==> src/rtl/seg_pkg.sv <==
// ---------------------------------------------------------------------------
// seg_pkg
// Shared definitions for the seven-segment display blocks.
//   seg7_t        : 7-bit active-low segment vector, bit 6 = a ... bit 0 = g
//   SEG_HEX_0..F  : active-low patterns for the hex digits 0-F
//   SEG_BLANK     : all segments dark
// ---------------------------------------------------------------------------
package seg_pkg;

    typedef logic [6:0] seg7_t;

    localparam seg7_t SEG_HEX_0 = 7'b0000001;
    localparam seg7_t SEG_HEX_1 = 7'b1001111;
    localparam seg7_t SEG_HEX_2 = 7'b0010010;
    localparam seg7_t SEG_HEX_3 = 7'b0000110;
    localparam seg7_t SEG_HEX_4 = 7'b1001100;
    localparam seg7_t SEG_HEX_5 = 7'b0100100;
    localparam seg7_t SEG_HEX_6 = 7'b0100000;
    localparam seg7_t SEG_HEX_7 = 7'b0001111;
    localparam seg7_t SEG_HEX_8 = 7'b0000000;
    localparam seg7_t SEG_HEX_9 = 7'b0000100;
    localparam seg7_t SEG_HEX_A = 7'b0001000;
    localparam seg7_t SEG_HEX_B = 7'b1100000;
    localparam seg7_t SEG_HEX_C = 7'b0110001;
    localparam seg7_t SEG_HEX_D = 7'b1000010;
    localparam seg7_t SEG_HEX_E = 7'b0110000;
    localparam seg7_t SEG_HEX_F = 7'b0111000;

    localparam seg7_t SEG_BLANK = 7'h7F;

endpackage

==> src/rtl/hex_to_seg.sv <==
// ---------------------------------------------------------------------------
// hex_to_seg
// Purely combinational hex nibble to seven-segment decoder (active-low).
//   hex_i : 4-bit value to display
//   seg_o : active-low segments, seg_o[6]=a ... seg_o[0]=g
// ---------------------------------------------------------------------------
module hex_to_seg
    import seg_pkg::*;
(
    input  logic [3:0] hex_i,
    output seg7_t      seg_o
);

    // Straight table lookup; the default only exists to keep the decode
    // obviously latch-free.
    always_comb begin
        seg_o = SEG_BLANK;
        case (hex_i)
            4'h0:    seg_o = SEG_HEX_0;
            4'h1:    seg_o = SEG_HEX_1;
            4'h2:    seg_o = SEG_HEX_2;
            4'h3:    seg_o = SEG_HEX_3;
            4'h4:    seg_o = SEG_HEX_4;
            4'h5:    seg_o = SEG_HEX_5;
            4'h6:    seg_o = SEG_HEX_6;
            4'h7:    seg_o = SEG_HEX_7;
            4'h8:    seg_o = SEG_HEX_8;
            4'h9:    seg_o = SEG_HEX_9;
            4'hA:    seg_o = SEG_HEX_A;
            4'hB:    seg_o = SEG_HEX_B;
            4'hC:    seg_o = SEG_HEX_C;
            4'hD:    seg_o = SEG_HEX_D;
            4'hE:    seg_o = SEG_HEX_E;
            4'hF:    seg_o = SEG_HEX_F;
            default: seg_o = SEG_BLANK;
        endcase
    end

endmodule

==> src/rtl/seg_scan_ctrl.sv <==
// ---------------------------------------------------------------------------
// seg_scan_ctrl
// Multiplexed seven-segment scan controller with per-frame input snapshot,
// PWM brightness, forced blanking and leading-zero blanking.
//   clk, rst     : clock (rising edge), synchronous active-high reset
//   digits_i     : hex value per digit, digit k at [4k+3:4k]
//   dp_i         : decimal point request per digit (1 = lit)
//   blank_i      : forced blank per digit (1 = dark)
//   lz_blank_i   : leading-zero blanking enable
//   bright_i     : brightness code
//   seg_o, dp_o  : active-low segments / decimal point
//   an_o         : active-low anodes, at most one low
//   frame_o      : one-cycle pulse after the last slot of each scan
// ---------------------------------------------------------------------------
module seg_scan_ctrl
    import seg_pkg::*;
#(
    parameter int NUM_DIGITS = 8,
    parameter int TICK_DIV   = 100000,
    parameter int BRIGHT_W   = 4
) (
    input  logic                    clk,
    input  logic                    rst,
    input  logic [4*NUM_DIGITS-1:0] digits_i,
    input  logic [NUM_DIGITS-1:0]   dp_i,
    input  logic [NUM_DIGITS-1:0]   blank_i,
    input  logic                    lz_blank_i,
    input  logic [BRIGHT_W-1:0]     bright_i,
    output logic [6:0]              seg_o,
    output logic                    dp_o,
    output logic [NUM_DIGITS-1:0]   an_o,
    output logic                    frame_o
);

    // Reject illegal parameterisations while elaborating.
    if (NUM_DIGITS < 1 || NUM_DIGITS > 16) begin : gBadDigits
        $error("seg_scan_ctrl: NUM_DIGITS must be 1..16");
    end
    if (TICK_DIV < 4) begin : gBadTickDiv
        $error("seg_scan_ctrl: TICK_DIV must be at least 4");
    end
    if (BRIGHT_W < 1 || BRIGHT_W > 8) begin : gBadBrightW
        $error("seg_scan_ctrl: BRIGHT_W must be 1..8");
    end

    localparam int CNT_W  = $clog2(TICK_DIV);
    localparam int SLOT_W = (NUM_DIGITS > 1) ? $clog2(NUM_DIGITS) : 1;

    localparam logic [CNT_W-1:0]  CNT_MAX  = CNT_W'(TICK_DIV - 1);
    localparam logic [SLOT_W-1:0] SLOT_MAX = SLOT_W'(NUM_DIGITS - 1);

    logic [CNT_W-1:0]        cnt_q, cnt_d;
    logic [SLOT_W-1:0]       slot_q, slot_d;
    logic                    cntWrap, slotWrap, frameEnd;

    logic [4*NUM_DIGITS-1:0] digitsSnap_q;
    logic [NUM_DIGITS-1:0]   dpSnap_q;
    logic [NUM_DIGITS-1:0]   blankSnap_q;
    logic                    lzSnap_q;
    logic [CNT_W-1:0]        onCycles_q, onCycles_d;

    logic [63:0]             brightProd, brightScaled;
    logic [3:0]              digitArr [NUM_DIGITS];
    logic [NUM_DIGITS-1:0]   darkVec;
    logic                    allZeroAbove;
    logic [3:0]              curNibble;
    seg7_t                   decodedSeg;
    logic                    lit;

    logic [6:0]              seg_q, seg_d;
    logic                    dp_q, dp_d;
    logic [NUM_DIGITS-1:0]   an_q, an_d;
    logic                    frame_q, frame_d;

    // Prescaler and slot sequencing: the slot only moves when the prescaler
    // wraps, and the last cycle of the last slot marks the frame end.
    always_comb begin
        cntWrap  = (cnt_q == CNT_MAX);
        slotWrap = (slot_q == SLOT_MAX);
        frameEnd = cntWrap && slotWrap;
        cnt_d    = cntWrap ? '0 : cnt_q + CNT_W'(1);
        slot_d   = slot_q;
        if (cntWrap) begin
            slot_d = slotWrap ? '0 : slot_q + SLOT_W'(1);
        end
    end

    // Lit window length for the next frame. 64-bit arithmetic cannot
    // overflow for any legal parameter set; the result is clipped so the
    // cnt==0 anti-ghost gap always survives.
    always_comb begin
        brightProd   = (64'(bright_i) + 64'd1) * 64'(TICK_DIV);
        brightScaled = brightProd >> BRIGHT_W;
        if (brightScaled > 64'(TICK_DIV - 1)) begin
            onCycles_d = CNT_MAX;
        end else begin
            onCycles_d = brightScaled[CNT_W-1:0];
        end
    end

    // Per-digit darkness from the snapshot. Walking from the top digit down,
    // a digit is a leading zero while it and everything above it are zero.
    always_comb begin
        allZeroAbove = 1'b1;
        darkVec      = '0;
        for (int k = NUM_DIGITS - 1; k >= 0; k--) begin
            digitArr[k]  = digitsSnap_q[4*k +: 4];
            allZeroAbove = allZeroAbove && (digitsSnap_q[4*k +: 4] == 4'h0);
            darkVec[k]   = blankSnap_q[k] || (lzSnap_q && (k != 0) && allZeroAbove);
        end
    end

    assign curNibble = digitArr[slot_q];

    hex_to_seg uDecode (
        .hex_i (curNibble),
        .seg_o (decodedSeg)
    );

    // Output selection for the current cnt/slot; only the slot's own anode
    // can ever go low, so at most one anode is active in any cycle.
    always_comb begin
        lit     = !darkVec[slot_q] && (cnt_q != '0) && (cnt_q <= onCycles_q);
        an_d    = '1;
        seg_d   = SEG_BLANK;
        dp_d    = 1'b1;
        frame_d = frameEnd;
        if (lit) begin
            an_d[slot_q] = 1'b0;
            seg_d        = decodedSeg;
            dp_d         = ~dpSnap_q[slot_q];
        end
    end

    // Scan counters and registered outputs. Reset drops everything dark
    // immediately, so a reset mid-slot cannot leave a partial pulse.
    always_ff @(posedge clk) begin
        if (rst) begin
            cnt_q   <= '0;
            slot_q  <= '0;
            an_q    <= '1;
            seg_q   <= SEG_BLANK;
            dp_q    <= 1'b1;
            frame_q <= 1'b0;
        end else begin
            cnt_q   <= cnt_d;
            slot_q  <= slot_d;
            an_q    <= an_d;
            seg_q   <= seg_d;
            dp_q    <= dp_d;
            frame_q <= frame_d;
        end
    end

    // Snapshot registers. Resetting blank to all-ones keeps the first frame
    // after reset dark; new inputs only land at a frame end.
    always_ff @(posedge clk) begin
        if (rst) begin
            digitsSnap_q <= '0;
            dpSnap_q     <= '0;
            blankSnap_q  <= '1;
            lzSnap_q     <= 1'b0;
            onCycles_q   <= '0;
        end else if (frameEnd) begin
            digitsSnap_q <= digits_i;
            dpSnap_q     <= dp_i;
            blankSnap_q  <= blank_i;
            lzSnap_q     <= lz_blank_i;
            onCycles_q   <= onCycles_d;
        end
    end

    assign seg_o   = seg_q;
    assign dp_o    = dp_q;
    assign an_o    = an_q;
    assign frame_o = frame_q;

endmodule

==> config.mk <==
export PLATFORM = sky130hd
export DESIGN_NAME = seg_scan_ctrl
export DESIGN_NICKNAME = d
export VERILOG_FILES = /design/src/rtl/seg_pkg.sv /design/src/rtl/hex_to_seg.sv /design/src/rtl/seg_scan_ctrl.sv
export SDC_FILE = /design/constraint.sdc
export NUM_CORES = 1
export LEC_CHECK = 0
export ABC_AREA = 1
export CELL_PAD_IN_SITES_DETAIL_PLACEMENT = 1
export CELL_PAD_IN_SITES_GLOBAL_PLACEMENT = 1
export CORE_MARGIN = 3
export CORE_UTILIZATION = 41
export DETAILED_ROUTE_END_ITERATION = 10
export PLACE_DENSITY_LB_ADDON = 0.08
export SYNTH_ARGS = -nofsm -noshare
export SYNTH_HDL_FRONTEND = slang
export SYNTH_SLANG_ARGS = --single-unit
==> constraint.sdc <==
create_clock -name clk -period 5.6 [get_ports clk]
set_clock_uncertainty 0.1 [all_clocks]
set_input_delay 1.68 -clock clk [delete_from_list [all_inputs] [get_ports clk]]
set_output_delay 1.68 -clock clk [all_outputs]
set_load 0.02 [all_outputs]
== Yosys cells after proc, flatten, opt, wreduce, memory -nomap -nowiden ==
Memory sizes are Yosys's and may differ from the RTL's. A register that Yosys moved wholly into a read port is not among the register bits.
Cells that the tools add are included.
Cells by class
  equal/unequal tests: 2
  $mul: 1
  mux-type cells: 11
  $add $sub $neg: 3
  order comparisons: 5
  reductions and logical operators: 35
  bitwise logic cells: 4
Operators by type and width (count)
  $logic_not A4 Y1: 7
  $gt A18 B17 Y1 const B: 1
  $add A17 B1 Y17 const B: 1
  $eq A17 B17 Y1 const B: 1
  $le A17 B17 Y1: 1
  $logic_and A1 B1 Y1: 17
  $mul A5 B12 Y17 const B: 1
  $mux W17: 1
  $reduce_bool A17 Y1: 1
  $bmux W4 S3: 1
  $mux W4: 2
  $not A8 Y8: 1
  $logic_or A1 B1 Y1: 7
  $bmux W1 S3: 2
  $add A4 B1 Y5 const B: 1
  $ge A4 B4 Y1 const B: 1
  $lt A3 B4 Y1 const B: 1
  $not A3 Y4: 1
  $reduce_or A2 Y1: 2
  $add A3 B1 Y3 const B: 1
  $demux W1 S3: 1
  $eq A3 B3 Y1 const B: 1
  $ge A3 B1 Y1 const B: 1
  $mux W1: 3
  3 further kinds: 4
Word-level totals
  input bits: 55
  bits in read-only memories: 112
  memories: 1
  flip-flop bits (word level): 96
  logic and storage cells: 72
Memories
  (name not given): depth 16, bits a word 7, read ports 1, clocked after Yosys merged registers in 1, wr ports 0, line hex_to_seg.sv:18  | case (hex_i)

== Depth between registers and ports, before layout ==
Gate-level depths: netlist (run 1).
  word-level depth: 16
  depth in mapped cells: 25
  depth with buffers taken out: 25

== Modules after synthesis ==
From an unflattened synthesis (run 1), not the netlist that was laid out.
Second synthesis, totals
  cells, all modules: 852
  area, all modules: 6144.6 um^2
By module, submodules not included
  seg_scan_ctrl: area each 5864.4 um^2, seq. area each 2062.0 um^2, cells an instance 800, instances 1
  hex_to_seg: area each 280.3 um^2, seq. area each 0.0 um^2, cells an instance 52, instances 1

== Least setup slack after synthesis (run 1) ==
Ideal clock, no wire load.
  path kind: input-to-reg
  start: input bright_i[0]
  end: register onCycles_q[14]
  path buffers: 0
  arrival: 4.517 ns
  cell stages on the path: 22
  setup time: 0.117 ns
  slack: 0.866 ns
  path through: ha_1 xor2_1 ha_1 xnor2_1 ha_1 a21o_1 ha_1 ha_1 nand2_1 nor2_1 nor2_1 nand2_1 nand2_1 nand4_1 nand2_1 nand2_1 nor2_1 nand2_1 nand2_2 nand2_1 nand2_2 nor2_1
On the way
  cells in the longest elaborated chain, start to end: 4
Ends and longest elaborated chain
  from (decl): line seg_scan_ctrl.sv:28  | input logic [BRIGHT_W-1:0] bright_i,
  $add A4 B1 Y5 (*): line seg_scan_ctrl.sv:92  | brightProd = (64'(bright_i) + 64'd1) * 64'(TICK_DIV);
  $mul A5 B12 Y17 (*): line seg_scan_ctrl.sv:92
  $gt A18 B17 Y1: line seg_scan_ctrl.sv:94  | if (brightScaled > 64'(TICK_DIV - 1)) begin
  $mux W17 (*): line seg_scan_ctrl.sv:94
  to (signal assigned): line seg_scan_ctrl.sv:169  | onCycles_q <= onCycles_d;
  to (decl): line seg_scan_ctrl.sv:60  | logic [CNT_W-1:0] onCycles_q, onCycles_d;
Mark *: on every way between the ends. The rest lies on a longest branch, timed or not.
A chain may end at the register's enable or synchronous reset.

== Final worst setup path (run 1) ==
  start: input bright_i[2]
  end: register onCycles_q[0]
On the way
  cells in the longest elaborated chain, start to end: 4
Ends and longest elaborated chain (line)
  $add A4 B1 Y5: seg_scan_ctrl.sv:92
  $mul A5 B12 Y17: seg_scan_ctrl.sv:92
  $gt A18 B17 Y1: seg_scan_ctrl.sv:94
  $mux W17: seg_scan_ctrl.sv:94
No other way between the ends.

==> results.toml, run 1 <==
[place]
routabilityCongestion = 0.865
place_area_mm2 = 0.00698
dp_hpwl_um = 14400
io_buffers = 71

[clock_network]
htree_num_levels = 3
clk_pin_slew_ns = 0.07
cts_setup_buffers = 0
cts_tree = "yes"
cts.sinks = 103
clk_latency_ns = 0.35
numCtsBuffers = 9
clk_path_buf_depth = 2
clock-root-buffer = "clkbuf_16"
cts_hold_buffers = 0

[sta]
fmax_ghz = 0.188
worst_slew_pin_slew_ns = 1.21
fin_hold_ws_ns = 0.356
maxSlewHeadroom = 0.186
final-hold-violation-count = 0
setup_violations = 0
min_period_ns = 5.32
rsz0062_at_grt = "no"
maxSlewViolCount = 0
post-route-period-util = 0.950

[cells_and_area]
layout-drive-gt1-share = 0.0548
area_growth_pct = 19.3
nets = 1041
fin_util = 0.502
stdcell_area_mm2 = 0.00732
insertedDiodeCount = 0

[worst_setup_path]
critPathMaxFanout = 8
cp.required_ns = 5.74
crit_path_top_delay_cell = "clkdlybuf4s50_1"
critPathCaptureType = "register"
reg2reg_depth = 13
arrival_ns = 5.46
path_buf_inv = 5
crit_type = "primary input to register"
critPathMaxStageDelay_ns = 0.63
crit_chain = "clkdlybuf4s50_1 -> nand3_1 -> xor2_2 -> inv_1 -> ha_1 -> ha_1 -> ha_1 -> ha_1 -> nand2_1 -> nand2_1 -> nand2_1 -> nand2_1 -> nand2_1 -> nand3_1 -> nand2_1 -> nand2_1 -> nand3_1 -> nand2_1 -> inv_1 -> nand2_2 -> buf_4 -> o21ai_0 -> inv_1"
cp_top_family = "adder cells"
start_kind = "primary input"
cp_num_cells = 23
crit_top_cell = "nand2_1"

[power_and_ir_drop]
peakVddDrop_v = 0.000149
leakage_nw = 3.31
powerDensity_mw_per_mm2 = 235

[route]
postRouteAntennaNets = 0
drtPass1Iterations = 4
wl_um = 18200
drt_iter0_drc = 329
drc_errors = 0
wl_per_cell_um = 16.3
num_vias = 5843
via_per_inst = 5.24

[synth]
netlist_instances = 856
synth_edf_count = 0
synth_nets = 971
ys_seq_area_frac = 0.336
ys_types = 49
synth-seq-cells = 103
avgSynthCellArea_um2 = 7.17
synthFlopType = "dfxtp_1"
yosys_warnings = 0
syn_area_mm2 = 0.00614
async_reset_ff_frac = 0

[floorplan]
coreArea_mm2 = 0.0146
start_util = 0.421
die_height_um = 128
die_w_um = 128
io-pin-count = 72
num_rows = 44
dieArea_mm2 = 0.0165

[grt]
antenna_found_initial = 0
overflow = 0
grt_usage = 0.224
grt_pass1_vias = 6087
grt_max_degree = 44
grt_pass1_wl_um = 29800

[status]
status = "complete, no violations"

[flow_run]
maxCapViolations = 0

[min_path]
hold_depth = 1
hold_class = "register to register"
[worst register-to-register path, stage by stage, from the launching register on]
cell	delay (ns)
dfxtp_1	0.81
inv_2	0.25
nand2_1	0.22
inv_1	0.12
a21oi_1	0.17
nand4_1	0.28
inv_1	0.27
ha_1	0.18
inv_1	0.05
o21ai_0	0.20
nand2_1	0.08
o21ai_0	0.07
inv_1	0.06
nand4_1	0.08
[sequential cells by signal, summed over array words and instances, names as in the netlist, 3 cells and up]
signal        cells
slot_q            3
onCycles_q       17
dpSnap_q          8
blankSnap_q       8
seg_o             7
an_o              8
cnt_q            17
digitsSnap_q     32
[final cells by class]
| cell class | count | area, um2 |
|---|---|---|
| Timing Repair Buffer | 78 | 763 |
| Fill cell | 1853 | 7270 |
| Clock inverter | 7 | 83.8 |
| Tap cell | 184 | 230 |
| Inverter | 150 | 571 |
| Sequential cell | 103 | 2060 |
| Clock buffer | 9 | 225 |
| Multi-Input combinational cell | 584 | 3380 |
[stage by stage]
stage / cells / setup TNS [ns] / setup WS, ns / total power, W
6_report: 1115 / 0 / 0.279 / 0.00172
5_1_grt: 1115 / 0 / 0.0115 / 0.00181
4_1_cts: 1115 / 0 / 0.235 / 0.00173
3_5_place_dp: 1099 / -0.919 / -0.135 / 0.00107
3_3_place_gp: 1099 / 0 / 0.116 / 0.00106
2_1_floorplan: 856 / 0 / 0.866 / 0.000958
[layout by cell type, fill, tap and decap left out, types with 3 or more instances in the layout]
| cell | instances |
|---|---|
| or2_0 | 4 |
| a21oi_1 | 36 |
| o22a_1 | 3 |
| inv_1 | 141 |
| dfxtp_1 | 103 |
| ha_1 | 59 |
| nand3_1 | 35 |
| clkbuf_16 | 9 |
| inv_6 | 3 |
| nand4_1 | 34 |
| a22o_1 | 13 |
| clkdlybuf4s50_1 | 71 |
| buf_4 | 7 |
| o21ai_1 | 32 |
| o211ai_1 | 3 |
| xor2_1 | 4 |
| o22ai_1 | 10 |
| nand3b_1 | 4 |
| nor3_1 | 11 |
| xnor2_1 | 4 |
| nor4_1 | 5 |
| nor2_1 | 66 |
| inv_2 | 7 |
| o21ai_0 | 40 |
| nand2_1 | 192 |
[final timing paths]
kind,endpoint,from,slack [ns]
max reg2reg,seg_o[3]$_SDFF_PP1_,slot_q[0]$_SDFFE_PP0N_,2.59
min,cnt_q[0]$_SDFF_PP0_,cnt_q[0]$_SDFF_PP0_,0.36
min reg2reg,cnt_q[0]$_SDFF_PP0_,cnt_q[0]$_SDFF_PP0_,0.36
max,onCycles_q[0]$_SDFFE_PP0P_,bright_i[2],0.28
[cell families after synthesis]
kind of cell	share of synthesized area
DFF	0.336
AOI/OAI and AO/OA	0.138
xor gates and xnor gates	0.0143
adders and majority gates	0.124
buffers and inverters	0.117
and+or+nand+nor	0.271
[synth_stat cells (all sizes together), types with 2 or more instances]
| master | count | area share |
|---|---|---|
| a21oi | 36 | 0.029 |
| o22a | 3 | 0.0043 |
| nand3 | 37 | 0.032 |
| xnor2 | 4 | 0.0057 |
| nor4 | 7 | 0.011 |
| o22ai | 10 | 0.010 |
| nand3b | 4 | 0.0049 |
| inv | 149 | 0.092 |
| nand4 | 34 | 0.035 |
| ha | 59 | 0.12 |
| o211ai | 3 | 0.0037 |
| nor3 | 13 | 0.012 |
| buf | 18 | 0.023 |
| nor2 | 70 | 0.048 |
| a211oi | 2 | 0.0024 |
| o21ai | 73 | 0.060 |
| a22o | 13 | 0.019 |
| xor2 | 6 | 0.0086 |
| nand2 | 195 | 0.12 |
| or2 | 5 | 0.0051 |
| dfxtp | 103 | 0.34 |
[what timing repair did]
item                                   4_1_cts  5_1_grt
gates resized for setup                      0        3
setup endpoints to repair                    0       13
endpoints found under the hold margin        0        0
[power breakdown]
part	switching [W]	total, W	internal [W]
Clock	0.000309	0.000666	0.000358
Sequential	0.00000176	0.000735	0.000733
Combinational	0.000193	0.000322	0.000129
Total	0.000503	0.00172	0.00122
[per-layer routing]
layer | track usage | wire length (um) | share of wire | vias up
met1 | 0.266 | 7970 | 0.44 | 2774
met4 | 0.0587 | 296 | 0.016 | 0
met3 | 0.0399 | 722 | 0.040 | 24
li1 | - | - | - | 2942
met5 | 0 | 0 | 0 | -
met2 | 0.413 | 9160 | 0.50 | 103
(Power assumes the default switching activity.)
==> run 2, diff against run 1 <==
--- a/config.mk
+++ b/config.mk
@@ -6,6 +6,7 @@
 export NUM_CORES = 1
 export LEC_CHECK = 0
 export ABC_AREA = 1
+export CAP_MARGIN = 25
 export CELL_PAD_IN_SITES_DETAIL_PLACEMENT = 1
 export CELL_PAD_IN_SITES_GLOBAL_PLACEMENT = 1
 export CORE_MARGIN = 3
==> run 2 against run 1 <==
Net effect:
- final cell count rose by 0.18%
- clock-buffer cell count did not move
- via count fell by 0.10%
- sequential share of layout area rose by 0.063 points
- utilization fell by 0.11 points
==> results.toml, run 2 (synthesized netlist as in run 1, its figures left out) <==
[clock_network]
cts_tree = "yes"
clock-root-buffer = "clkbuf_16"
cts.sinks = 103
numCtsBuffers = 9
clk_latency_ns = 0.36
clk_pin_slew_ns = 0.07
clk_path_buf_depth = 2
htree_num_levels = 3

[place]
io_buffers = 71
routabilityCongestion = 0.865
place_area_mm2 = 0.00699
preCtsSetupSlack_ns = -0.110
dp_hpwl_um = 14400

[grt]
overflow = 0
grt_pass1_vias = 6116
grt_pass1_wl_um = 29600
grt_max_degree = 44
antenna_found_initial = 0
grt_usage = 0.222

[route]
drtPass1Iterations = 4
postRouteAntennaNets = 0
wl_per_cell_um = 16.0
wl_um = 17900
num_vias = 5837
drt_iter0_drc = 183
via_per_inst = 5.23
drc_errors = 0

[cells_and_area]
mostFrequentLayoutCells = "nand2_1, inv_1, dfxtp_1"
layout-drive-gt1-share = 0.0568
largest_reg_flops = 32
stdcell_area_mm2 = 0.00730
insertedDiodeCount = 0
top_register = "digitsSnap_q"
nets = 1043
fin_util = 0.501
reg_top3 = "digitsSnap_q x32, cnt_q x17, onCycles_q x17"
area_growth_pct = 19.0
final_common_cell = "nand2_1"

[power_and_ir_drop]
powerDensity_mw_per_mm2 = 231
leakage_nw = 3.30
p_total_w = 0.00169
peakVddDrop_v = 0.000163

[sta]
maxSlewViolCount = 0
worst_slew_pin_slew_ns = 0.722
setup_ws_ns = 0.231
final-hold-violation-count = 0
fin_hold_ws_ns = 0.353
fmax_ghz = 0.186
maxSlewHeadroom = 0.518
setup_violations = 0
min_period_ns = 5.37
post-route-period-util = 0.959

[worst_setup_path]
cp.required_ns = 5.74
critPathMaxStageDelay_ns = 0.49
crit_top_cell = "nand2_1"
crit_type = "primary input to register"
start_kind = "primary input"
crit_chain = "clkdlybuf4s50_1 -> buf_4 -> nand3_1 -> xor2_2 -> inv_1 -> ha_1 -> ha_1 -> ha_1 -> ha_1 -> nand2_1 -> nand2_1 -> nand2_1 -> nand2_1 -> nand2_1 -> nand3_1 -> nand2_1 -> nand2_1 -> nand3_1 -> nand2_1 -> inv_1 -> nand2_2 -> buf_4 -> o21ai_0 -> inv_1"
cp_top_family = "adder cells"
path_buf_inv = 6
r2r_slack_ns = 2.63
critPathMaxFanout = 8
crit_path_top_delay_cell = "clkdlybuf4s50_1"
critPathCaptureType = "register"
arrival_ns = 5.51

[floorplan]
io-pin-count = 72
num_rows = 44
die_height_um = 128
die_w_um = 128
start_util = 0.421
dieArea_mm2 = 0.0165
coreArea_mm2 = 0.0146

[status]
status = "complete, no violations"

[min_path]
hold_class = "register to register"

[flow_run]
maxCapViolations = 0
==> run 2: cell types whose count changed in the layout (fill, tap and decap cells not counted), sizes merged <==
cell,previous run,this run
buf,7,9
bufinv,1,0
clkinv,2,3
clkinvlp,0,1
inv,154,153
==> run 2: per-layer routing <==
| metal | track usage | routed length [um] | vias to the layer above |
|---|---|---|---|
| li1 | - | - | 2945 |
| met1 | 0.272 | 8080 | 2788 |
| met2 | 0.408 | 9010 | 89 |
| met3 | 0.0386 | 584 | 15 |
| met4 | 0.0487 | 207 | 0 |
| met5 | 0 | 0 | - |
==> run 2: repair_timing <==
action,CTS,global route
setup buffers,0,1
hold buffers,0,0
resized for setup,0,2
endpoints found under the setup margin,0,12
==> run 2: worst reg2reg max path, delay by kind of cell, from the launching register on <==
kind	cells	cell delay [ns]
and+or+nand+nor	5	0.80
DFF	1	0.79
buffers and inverters	4	0.66
AOI/OAI and AO/OA	2	0.30
adders and majority gates	1	0.27
==> run 2: path summary, 6_finish.rpt <==
kind / from / cells past startpoint / endpoint
worst min-delay path: cnt_q[0]$_SDFF_PP0_ / 1 / cnt_q[0]$_SDFF_PP0_
worst max-delay path: bright_i[0] / 24 / onCycles_q[7]$_SDFFE_PP0P_
worst max register to register: slot_q[0]$_SDFFE_PP0N_ / 12 / seg_o[3]$_SDFF_PP1_
worst min register to register: cnt_q[0]$_SDFF_PP0_ / 1 / cnt_q[0]$_SDFF_PP0_
==> run 2: power breakdown <==
part | internal, W | total (W) | switching, W
clock network | 0.000313 | 0.000628 | 0.000315
logic | 0.000131 | 0.000327 | 0.000196
registers | 0.000733 | 0.000735 | 0.00000164
total | 0.00118 | 0.00169 | 0.000512
==> run 2: stage by stage <==
stage,cells,TNS [ns]
after floorplan,856,0
after global placement,1099,0
after detailed placement,1100,-0.736
after CTS,1116,0
after global routing,1117,-0.0127
final,1117,0
==> run 2: final cells by class <==
cell class | count | area (um2)
Clock buffer | 9 | 225
Sequential cell | 103 | 2060
Tap cell | 184 | 230
Clock inverter | 7 | 63.8
Fill cell | 1860 | 7290
Multi-Input combinational cell | 584 | 3370
Timing Repair Buffer | 80 | 778
Inverter | 150 | 571
==> run 3, diff against run 2 <==
--- a/config.mk
+++ b/config.mk
@@ -10,8 +10,9 @@
 export CELL_PAD_IN_SITES_DETAIL_PLACEMENT = 1
 export CELL_PAD_IN_SITES_GLOBAL_PLACEMENT = 1
 export CORE_MARGIN = 3
-export CORE_UTILIZATION = 41
+export CORE_UTILIZATION = 47
 export DETAILED_ROUTE_END_ITERATION = 10
+export DONT_BUFFER_PORTS = 1
 export PLACE_DENSITY_LB_ADDON = 0.08
 export SYNTH_ARGS = -nofsm -noshare
 export SYNTH_HDL_FRONTEND = slang
==> run 3 against run 2 <==
Net effect:
- non-clock buffer count decreased by 78
- total power shrank 2.4%
- worst setup slack better by 0.39 ns
- combinational power is 16% lower
- utilization up 1.4 points
- cell area is 11% lower
- via count decreased by 5.0%
- first-iteration DRC count decreased by 0.55%
- final cell count decreased by 8.1%
==> results.toml, run 3 (synthesized netlist as in run 1, its figures left out) <==
[worst_setup_path]
reg2reg_depth = 12
crit_path_top_delay_cell = "xor2_1"
crit_chain = "ha_1 -> xor2_1 -> ha_1 -> xnor2_1 -> ha_1 -> a21o_1 -> ha_1 -> ha_1 -> nand2_1 -> nand2_1 -> inv_1 -> nand2_1 -> nand2_1 -> nand2_1 -> xor2_1 -> nor2_1 -> nand2_1 -> nand2_1 -> nand2_2 -> nand2_1 -> nand2_2 -> nor2_1"
critPathCaptureType = "register"
critPathMaxFanout = 10
cp.required_ns = 5.75
crit_top_cell = "nand2_1"
crit_type = "primary input to register"
critPathMaxStageDelay_ns = 0.40
start_kind = "primary input"
arrival_ns = 5.12

[clock_network]
clk_pin_slew_ns = 0.07
cts_setup_buffers = 0
clock-root-buffer = "clkbuf_16"
clk_path_buf_depth = 2
cts_tree = "yes"
cts_hold_buffers = 0
numCtsBuffers = 9
cts.sinks = 103
htree_num_levels = 3
ctsResizeCount = 0
clk_latency_ns = 0.36

[route]
drt_iter0_drc = 182
drc_errors = 0
num_vias = 5547
postRouteAntennaNets = 0
wl_per_cell_um = 16.7
drtPass1Iterations = 4
via_per_inst = 5.40
wl_um = 17100

[flow_run]
maxCapViolations = 0

[cells_and_area]
mostFrequentLayoutCells = "nand2_1, inv_1, dfxtp_1"
fillCellCount = 1692
nets = 965
stdcell_area_mm2 = 0.00652
insertedDiodeCount = 0
area_growth_pct = 6.22
fin_util = 0.514
reg_top3 = "digitsSnap_q x32, cnt_q x17, onCycles_q x17"
top_register = "digitsSnap_q"
final_common_cell = "nand2_1"
largest_reg_flops = 32
layout-drive-gt1-share = 0.0491

[grt]
overflow = 0
grt_max_degree = 44
grt_pass1_wl_um = 27900
antenna_found_initial = 0
grt_pass1_vias = 5764
grt_usage = 0.239

[power_and_ir_drop]
peakVddDrop_v = 0.000162
powerDensity_mw_per_mm2 = 253
leakage_nw = 2.98
p_total_w = 0.00165

[sta]
worst_slew_pin_slew_ns = 0.705
final-hold-violation-count = 0
fmax_ghz = 0.201
post-route-period-util = 0.889
rsz0062_at_grt = "no"
fin_hold_ws_ns = 0.349
final.setup.tns_ns = 0
setup_violations = 0
maxSlewHeadroom = 0.530
min_period_ns = 4.98
maxSlewViolCount = 0

[floorplan]
io-pin-count = 72
dieArea_mm2 = 0.0145
start_util = 0.484
die_w_um = 120
num_rows = 41
die_height_um = 120
coreArea_mm2 = 0.0127

[place]
place_area_mm2 = 0.00622
dp_hpwl_um = 14000
routabilityCongestion = 0.903
io_buffers = 0

[min_path]
hold_depth = 1
hold_class = "register to register"

[status]
status = "complete, no violations"
run 3: critical path, delay by kind of cell:
family	cells	cell delay (ns)
compound gates	1	0.15
buf+inv	1	0.05
simple gates	12	1.13
fa+ha+maj	5	1.35
xor+xnor	3	0.74
run 3: per-layer routing:
metal / up-vias / global-route usage / part of all wire
li1: 2786 / - / -
met1: 2662 / 0.280 / 0.43
met2: 77 / 0.446 / 0.52
met3: 22 / 0.0421 / 0.035
met4: 0 / 0.0694 / 0.020
met5: - / 0 / 0
run 3: cell type report:
class / count / area [um2] / area share
clock buffer: 11 / 233 / 0.0357
clock inverter: 5 / 63.8 / 0.00979
inverter: 150 / 571 / 0.0875
multi-input combinational: 584 / 3360 / 0.515
sequential: 103 / 2060 / 0.316
tap: 172 / 215 / 0.0330
timing repair buffer: 2 / 15.0 / 0.00230
run 3: path summary, 6_finish.rpt:
kind	start	to	slack [ns]
worst max register to register	slot_q[0]$_SDFFE_PP0N_	seg_o[3]$_SDFF_PP1_	2.64
worst max-delay path	bright_i[0]	onCycles_q[8]$_SDFFE_PP0P_	0.62
worst min register to register	cnt_q[0]$_SDFF_PP0_	cnt_q[0]$_SDFF_PP0_	0.35
worst min-delay path	cnt_q[0]$_SDFF_PP0_	cnt_q[0]$_SDFF_PP0_	0.35
run 3: report_power, final:
part,switching [W],leakage [nW],internal [W]
clock,0.000287,0.141,0.000352
sequential,0.00000177,0.831,0.000734
combinational,0.000181,2.00,0.0000933
run 3: per-stage QoR:
step | std cells | setup WS (ns)
after floorplan | 856 | 0.866
after detailed placement | 1011 | 0.286
after global routing | 1027 | 0.350
final | 1027 | 0.623
after CTS | 1027 | 0.664
after global placement | 1009 | 0.494
